`src/rtl/demux4_stream_if.sv`:
```
// Stream bundle for the 1-to-4 demultiplexer: one producer side, four consumer channels.
// CNT0..CNT3 exist only when DEMUX4_CNT_EN is defined.
interface demux4_stream_if #(
    parameter int WIDTH     = 1,
    parameter int CNT_WIDTH = 8
);
    if (WIDTH < 1 || CNT_WIDTH < 1) begin : g_bad_param
        $error("demux4_stream_if: WIDTH and CNT_WIDTH must be at least 1");
    end

    logic [WIDTH-1:0] I;
    logic [1:0]       S;
    logic             I_valid;
    logic             I_ready;

    logic [WIDTH-1:0] O0, O1, O2, O3;
    logic             O0_valid, O1_valid, O2_valid, O3_valid;
    logic             O0_ready, O1_ready, O2_ready, O3_ready;

`ifdef DEMUX4_CNT_EN
    logic [CNT_WIDTH-1:0] CNT0, CNT1, CNT2, CNT3;

    modport master (
        output I, S, I_valid, O0_ready, O1_ready, O2_ready, O3_ready,
        input  I_ready, O0, O1, O2, O3, O0_valid, O1_valid, O2_valid, O3_valid,
        input  CNT0, CNT1, CNT2, CNT3
    );

    modport slave (
        input  I, S, I_valid, O0_ready, O1_ready, O2_ready, O3_ready,
        output I_ready, O0, O1, O2, O3, O0_valid, O1_valid, O2_valid, O3_valid,
        output CNT0, CNT1, CNT2, CNT3
    );
`else
    modport master (
        output I, S, I_valid, O0_ready, O1_ready, O2_ready, O3_ready,
        input  I_ready, O0, O1, O2, O3, O0_valid, O1_valid, O2_valid, O3_valid
    );

    modport slave (
        input  I, S, I_valid, O0_ready, O1_ready, O2_ready, O3_ready,
        output I_ready, O0, O1, O2, O3, O0_valid, O1_valid, O2_valid, O3_valid
    );
`endif
endinterface

```
`src/rtl/demux4_stream.sv`:
```
// 1-to-4 valid/ready stream demultiplexer with a one-entry register per channel.
// Optional per-channel drain counters are built when DEMUX4_CNT_EN is defined.
module demux4_stream #(
    parameter int WIDTH     = 1,
    parameter int CNT_WIDTH = 8
) (
    input logic             CLK,
    input logic             RESET,
    demux4_stream_if.slave  bus
);
    if (WIDTH < 1 || CNT_WIDTH < 1) begin : g_bad_param
        $error("demux4_stream: WIDTH and CNT_WIDTH must be at least 1");
    end

    logic [WIDTH-1:0] dat_p0 [4];
    logic [3:0]       vld_p0;
    logic [3:0]       rdy;
    logic [3:0]       drn;
    logic             acc;

    assign rdy = {bus.O3_ready, bus.O2_ready, bus.O1_ready, bus.O0_ready};
    assign drn = vld_p0 & rdy;

    // Readiness looks only at the addressed channel, so a stalled channel never blocks the others.
    assign bus.I_ready = ~vld_p0[bus.S] | rdy[bus.S];
    assign acc         = bus.I_valid & bus.I_ready;

    // Stage p0: channel registers; a fill wins over a drain so a draining channel refills without a bubble.
    always_ff @(posedge CLK) begin
        if (RESET) begin
            vld_p0 <= '0;
            for (int k = 0; k < 4; k++) begin
                dat_p0[k] <= '0;
            end
        end else begin
            for (int k = 0; k < 4; k++) begin
                if (acc && (bus.S == 2'(k))) begin
                    dat_p0[k] <= bus.I;
                    vld_p0[k] <= 1'b1;
                end else if (drn[k]) begin
                    vld_p0[k] <= 1'b0;
                end
            end
        end
    end

    assign bus.O0       = dat_p0[0];
    assign bus.O1       = dat_p0[1];
    assign bus.O2       = dat_p0[2];
    assign bus.O3       = dat_p0[3];
    assign bus.O0_valid = vld_p0[0];
    assign bus.O1_valid = vld_p0[1];
    assign bus.O2_valid = vld_p0[2];
    assign bus.O3_valid = vld_p0[3];

`ifdef DEMUX4_CNT_EN
    logic [CNT_WIDTH-1:0] cnt_p1 [4];

    // Stage p1: completed-transfer counters, wrapping naturally at 2^CNT_WIDTH.
    always_ff @(posedge CLK) begin
        if (RESET) begin
            for (int k = 0; k < 4; k++) begin
                cnt_p1[k] <= '0;
            end
        end else begin
            for (int k = 0; k < 4; k++) begin
                if (drn[k]) begin
                    cnt_p1[k] <= cnt_p1[k] + CNT_WIDTH'(1);
                end
            end
        end
    end

    assign bus.CNT0 = cnt_p1[0];
    assign bus.CNT1 = cnt_p1[1];
    assign bus.CNT2 = cnt_p1[2];
    assign bus.CNT3 = cnt_p1[3];
`endif
endmodule

```
`src/flat_wrapper.sv`:
```
// flat-port wrapper written by rule: the top's interface ports become plain ports
module demux4_stream_flat 
#(
    parameter int WIDTH     = 1,
    parameter int CNT_WIDTH = 8
)
  (CLK, RESET, bus_I, bus_S, bus_I_valid, bus_O0_ready, bus_O1_ready, bus_O2_ready, bus_O3_ready, bus_I_ready, bus_O0, bus_O1, bus_O2, bus_O3, bus_O0_valid, bus_O1_valid, bus_O2_valid, bus_O3_valid);
  demux4_stream_if #(.WIDTH(WIDTH), .CNT_WIDTH(CNT_WIDTH)) bus_i ();
  input logic CLK;
  input logic RESET;
  input wire logic [$bits(bus_i.I)-1:0] bus_I;
  input wire logic [$bits(bus_i.S)-1:0] bus_S;
  input wire logic [$bits(bus_i.I_valid)-1:0] bus_I_valid;
  input wire logic [$bits(bus_i.O0_ready)-1:0] bus_O0_ready;
  input wire logic [$bits(bus_i.O1_ready)-1:0] bus_O1_ready;
  input wire logic [$bits(bus_i.O2_ready)-1:0] bus_O2_ready;
  input wire logic [$bits(bus_i.O3_ready)-1:0] bus_O3_ready;
  output wire logic [$bits(bus_i.I_ready)-1:0] bus_I_ready;
  output wire logic [$bits(bus_i.O0)-1:0] bus_O0;
  output wire logic [$bits(bus_i.O1)-1:0] bus_O1;
  output wire logic [$bits(bus_i.O2)-1:0] bus_O2;
  output wire logic [$bits(bus_i.O3)-1:0] bus_O3;
  output wire logic [$bits(bus_i.O0_valid)-1:0] bus_O0_valid;
  output wire logic [$bits(bus_i.O1_valid)-1:0] bus_O1_valid;
  output wire logic [$bits(bus_i.O2_valid)-1:0] bus_O2_valid;
  output wire logic [$bits(bus_i.O3_valid)-1:0] bus_O3_valid;
  assign bus_i.I = bus_I;
  assign bus_i.S = bus_S;
  assign bus_i.I_valid = bus_I_valid;
  assign bus_i.O0_ready = bus_O0_ready;
  assign bus_i.O1_ready = bus_O1_ready;
  assign bus_i.O2_ready = bus_O2_ready;
  assign bus_i.O3_ready = bus_O3_ready;
  assign bus_I_ready = bus_i.I_ready;
  assign bus_O0 = bus_i.O0;
  assign bus_O1 = bus_i.O1;
  assign bus_O2 = bus_i.O2;
  assign bus_O3 = bus_i.O3;
  assign bus_O0_valid = bus_i.O0_valid;
  assign bus_O1_valid = bus_i.O1_valid;
  assign bus_O2_valid = bus_i.O2_valid;
  assign bus_O3_valid = bus_i.O3_valid;
  demux4_stream #(.WIDTH(WIDTH), .CNT_WIDTH(CNT_WIDTH)) u_core (.CLK(CLK), .RESET(RESET), .bus(bus_i));
endmodule
```
`config.mk`:
```
export PLATFORM = sky130hd
export DESIGN_NAME = demux4_stream_flat
export DESIGN_NICKNAME = d
export VERILOG_FILES = /design/src/rtl/demux4_stream_if.sv /design/src/rtl/demux4_stream.sv /design/src/flat_wrapper.sv
export SDC_FILE = /design/constraint.sdc
export NUM_CORES = 1
export LEC_CHECK = 0
export ABC_AREA = 1
export BUFFER_PORTS_ARGS = -buffer_cell sky130_fd_sc_hd__buf_2
export CAP_MARGIN = 20
export CORE_AREA = 2 2 39 41
export DETAILED_ROUTE_END_ITERATION = 8
export DIE_AREA = 0 0 41 43
export SYNTH_ARGS = -nofsm -noshare
export SYNTH_HDL_FRONTEND = slang
export SYNTH_SLANG_ARGS = --single-unit
export TNS_END_PERCENT = 50
```
`constraint.sdc`:
```
create_clock -name CLK -period 1.3 [get_ports CLK]
set_clock_uncertainty 0.15 [all_clocks]
set_input_delay 0.065 -clock CLK [delete_from_list [all_inputs] [get_ports CLK]]
set_output_delay 0.065 -clock CLK [all_outputs]
set_load 0.02 [all_outputs]
```
==> impl_metrics.json <==
{
  "h_tree_level_count": 1,
  "unrepaired_setup_endpoints_after_global_routing": "yes",
  "fp-row-count": 14,
  "firstDrtPassIters": 4,
  "globalRouteOverflowTotal": 0,
  "drc": 0,
  "design.portCount": 19,
  "dp_hpwl_um": 767,
  "static-leakage-power_nw": 0.349,
  "netSwitchingPower_mw": 0.170,
  "numClockSinks": 8,
  "finalWorstPathRequiredPeriod_ns": 1.28,
  "clock_path_buffers": 2,
  "result_of_the_run": "completed",
  "report.final.setup_viol": 0,
  "clock_insertion_delay_worst_skew_ns": 0.26,
  "drtAntennaViolNets": 0,
  "slew_headroom_pct": 89.7,
  "final-hold-violation-count": 0,
  "netlist_instances": 59,
  "area_of_the_core_sq_um": 1380,
  "synth.yosys.warnings": 0,
  "postSynth.asyncResetShare_pct": 0,
  "area_delta_synth_final_pct": 47.2,
  "synth_area_sq_um": 448,
  "num_vias": 488,
  "slew_viol_final": 0,
  "worst_setup_path_start_kind": "register",
  "final_min_period_over_clock_period_pct": 98.1,
  "netlist_top_cells_area": "edfxtp_1 27%, dfxtp_1 18%, nand2_1 18%",
  "syn_avg_cell_area_sq_um": 7.59,
  "cts.root.buffer_cell": "clkbuf_4",
  "place_congestion": 0.770,
  "cts_tree": "yes",
  "critical_path_arrival_ns": 1.06,
  "synth_sequential_area_ratio_pct": 44.7,
  "p_sw_share_pct": 27.6,
  "critical_path_class": "reg2out",
  "tightest_slew_ns": 0.155,
  "grt_pass1_vias": 446,
  "antenna-diode-count": 0,
  "worst_ir_drop_vdd_mv": 0.428,
  "clk_transition_reported_paths_ns": 0.06,
  "final_design_area_no_fill_sq_um": 659,
  "route.final.wire_length_um": 1060,
  "max_freq_ghz": 0.784,
  "synth.ff_latch_count": 8,
  "grt_pass1_wl_um": 1750,
  "synth.top_cells.by_count": "21 x nand2_1, 6 x inv_1, 6 x nor2_1",
  "combPwrFrac_pct": 19.7,
  "synth_largest_area_cell": "edfxtp_1",
  "drt_iter0_markers": 6,
  "clockPowerShare_pct": 34.8,
  "placed_area_sq_um": 559,
  "detail_route.wl_per_cell_um": 10.2,
  "synthDistinctLibCells": 13,
  "path_max_fanout": 5,
  "p_int_mw": 0.446,
  "synth_ff_type": "edfxtp_1",
  "die_area_sq_um": 1760,
  "power_density_nw_per_um2": 935,
  "synth_top_cell_area_share_pct": 26.8,
  "chipHeight_um": 43,
  "cts_buf_count": 3,
  "floorplan.die.width_um": 41,
  "cap_violations": 0,
  "min-delay-path-class": "in2reg",
  "critPathCaptureType": "output pin",
  "floorplan.initialDensity_pct": 32.4,
  "layout.nets": 99,
  "cp.required_ns": 1.09,
  "grt_max_degree": 9,
  "count_of_flip_flops_with_a_built_in_enable_after_synthesis": 4,
  "initial_antenna_violation_count": 0,
  "post_route_cells_drive_above_1_share_pct": 42.0,
  "fin_util_pct": 47.6,
  "buffer_ports.inserted": 18,
  "via_density_per_instance": 4.69,
  "grt.total_usage_pct": 15.5,
  "seq_power_share_pct": 45.6,
  "synth_nets": 69,
  "yosys.cell_count.top_type": "nand2_1"
}
logic make-up after synthesis:
group	count (synthesis)	share of synthesized area, %
AND/OR/NAND/NOR	38	41.6
flip-flops	8	44.7
AO/OA/AOI/OAI	4	4.47
buffers and inverters	9	9.22
area by class of cell:
type / instances / area [sq um]
Inverter: 8 / 30.0
Clock buffer: 4 / 26.3
Fill cell: 144 / 724
Timing Repair Buffer: 26 / 171
Sequential cell: 8 / 205
Tap cell: 16 / 20.0
Multi-Input combinational cell: 42 / 206
power by group through the flow:
stage	combinational, mW	sequential, mW	clock [mW]
5_1_grt	0.134	0.282	0.237
6_report	0.121	0.281	0.214
3_3_place_gp	0.103	0.287	0
4_1_cts	0.122	0.281	0.225
3_5_place_dp	0.104	0.287	0
2_1_floorplan	0.0511	0.301	0
state kept, by name (all words and copies together) (netlist names):
name / cells
u_core.vld_p0: 4
u_core.dat_p0: 4
through the flow:
stage          cells  TNS (ns)  setup WS (ns)  total power [mW]  hold WS (ns)
3_5_place_dp      93         0         0.0324             0.391         0.151
3_3_place_gp      93         0         0.0384             0.390         0.144
5_1_grt          104    -0.140        -0.0442             0.654        0.0658
6_report         104         0         0.0246             0.617        0.0489
2_1_floorplan     59         0         0.0127             0.352       -0.0233
4_1_cts          104         0       0.000760             0.629        0.0409
path summary, 6_finish.rpt:
check                                startpoint                             end  cells after the start  slack, ns
setup / recovery  u_core.vld_p0[2]$_SDFFE_PP0P_                     bus_I_ready                      6       0.02
hold / removal                            bus_I  u_core.dat_p0[0]$_SDFFCE_PN0P_                      3       0.05
setup reg to reg  u_core.vld_p0[2]$_SDFFE_PP0P_      u_core.dat_p0[3]$_DFFE_PP_                      7       0.03
hold reg to reg   u_core.vld_p0[0]$_SDFFE_PP0P_   u_core.vld_p0[0]$_SDFFE_PP0P_                      2       0.33
critical path, stage by stage, from the launching register on:
cell,delay (ns)
dfxtp_2,0.34
nand2_1,0.05
nand2_1,0.05
nand2_1,0.06
nand2_2,0.09
nand2_4,0.08
buf_6,0.14
placed cells by master (no fill, tap or decap):
cell,instances
edfxtp_1,4
nand3_1,3
buf_2,17
clkbuf_1,1
buf_6,1
inv_1,6
nand2_4,1
nor2_1,6
buf_4,2
dfxtp_2,4
inv_2,2
nor2_2,2
a21oi_1,4
nand2_1,21
clkbuf_4,3
nand2_2,1
nand3_2,4
dlygate4sd3_1,6
what timing repair did:
action                     in CTS  in global routing
setup buffers                   1                  0
setup endpoints to repair       1                  5
pin swaps                       0                  1
hold buffers                    6                  0
resized for setup               2                  0
hold endpoints to repair        4                  0
routing by layer:
metal	vias to the layer above	global-route usage (%)	part of all wire (%)
li1	244	-	-
met1	230	17.6	42
met2	12	22.8	51
met3	2	6.28	5.9
met4	0	10.0	1.3
met5	-	0	0
Power figures use the tool's default switching activity.
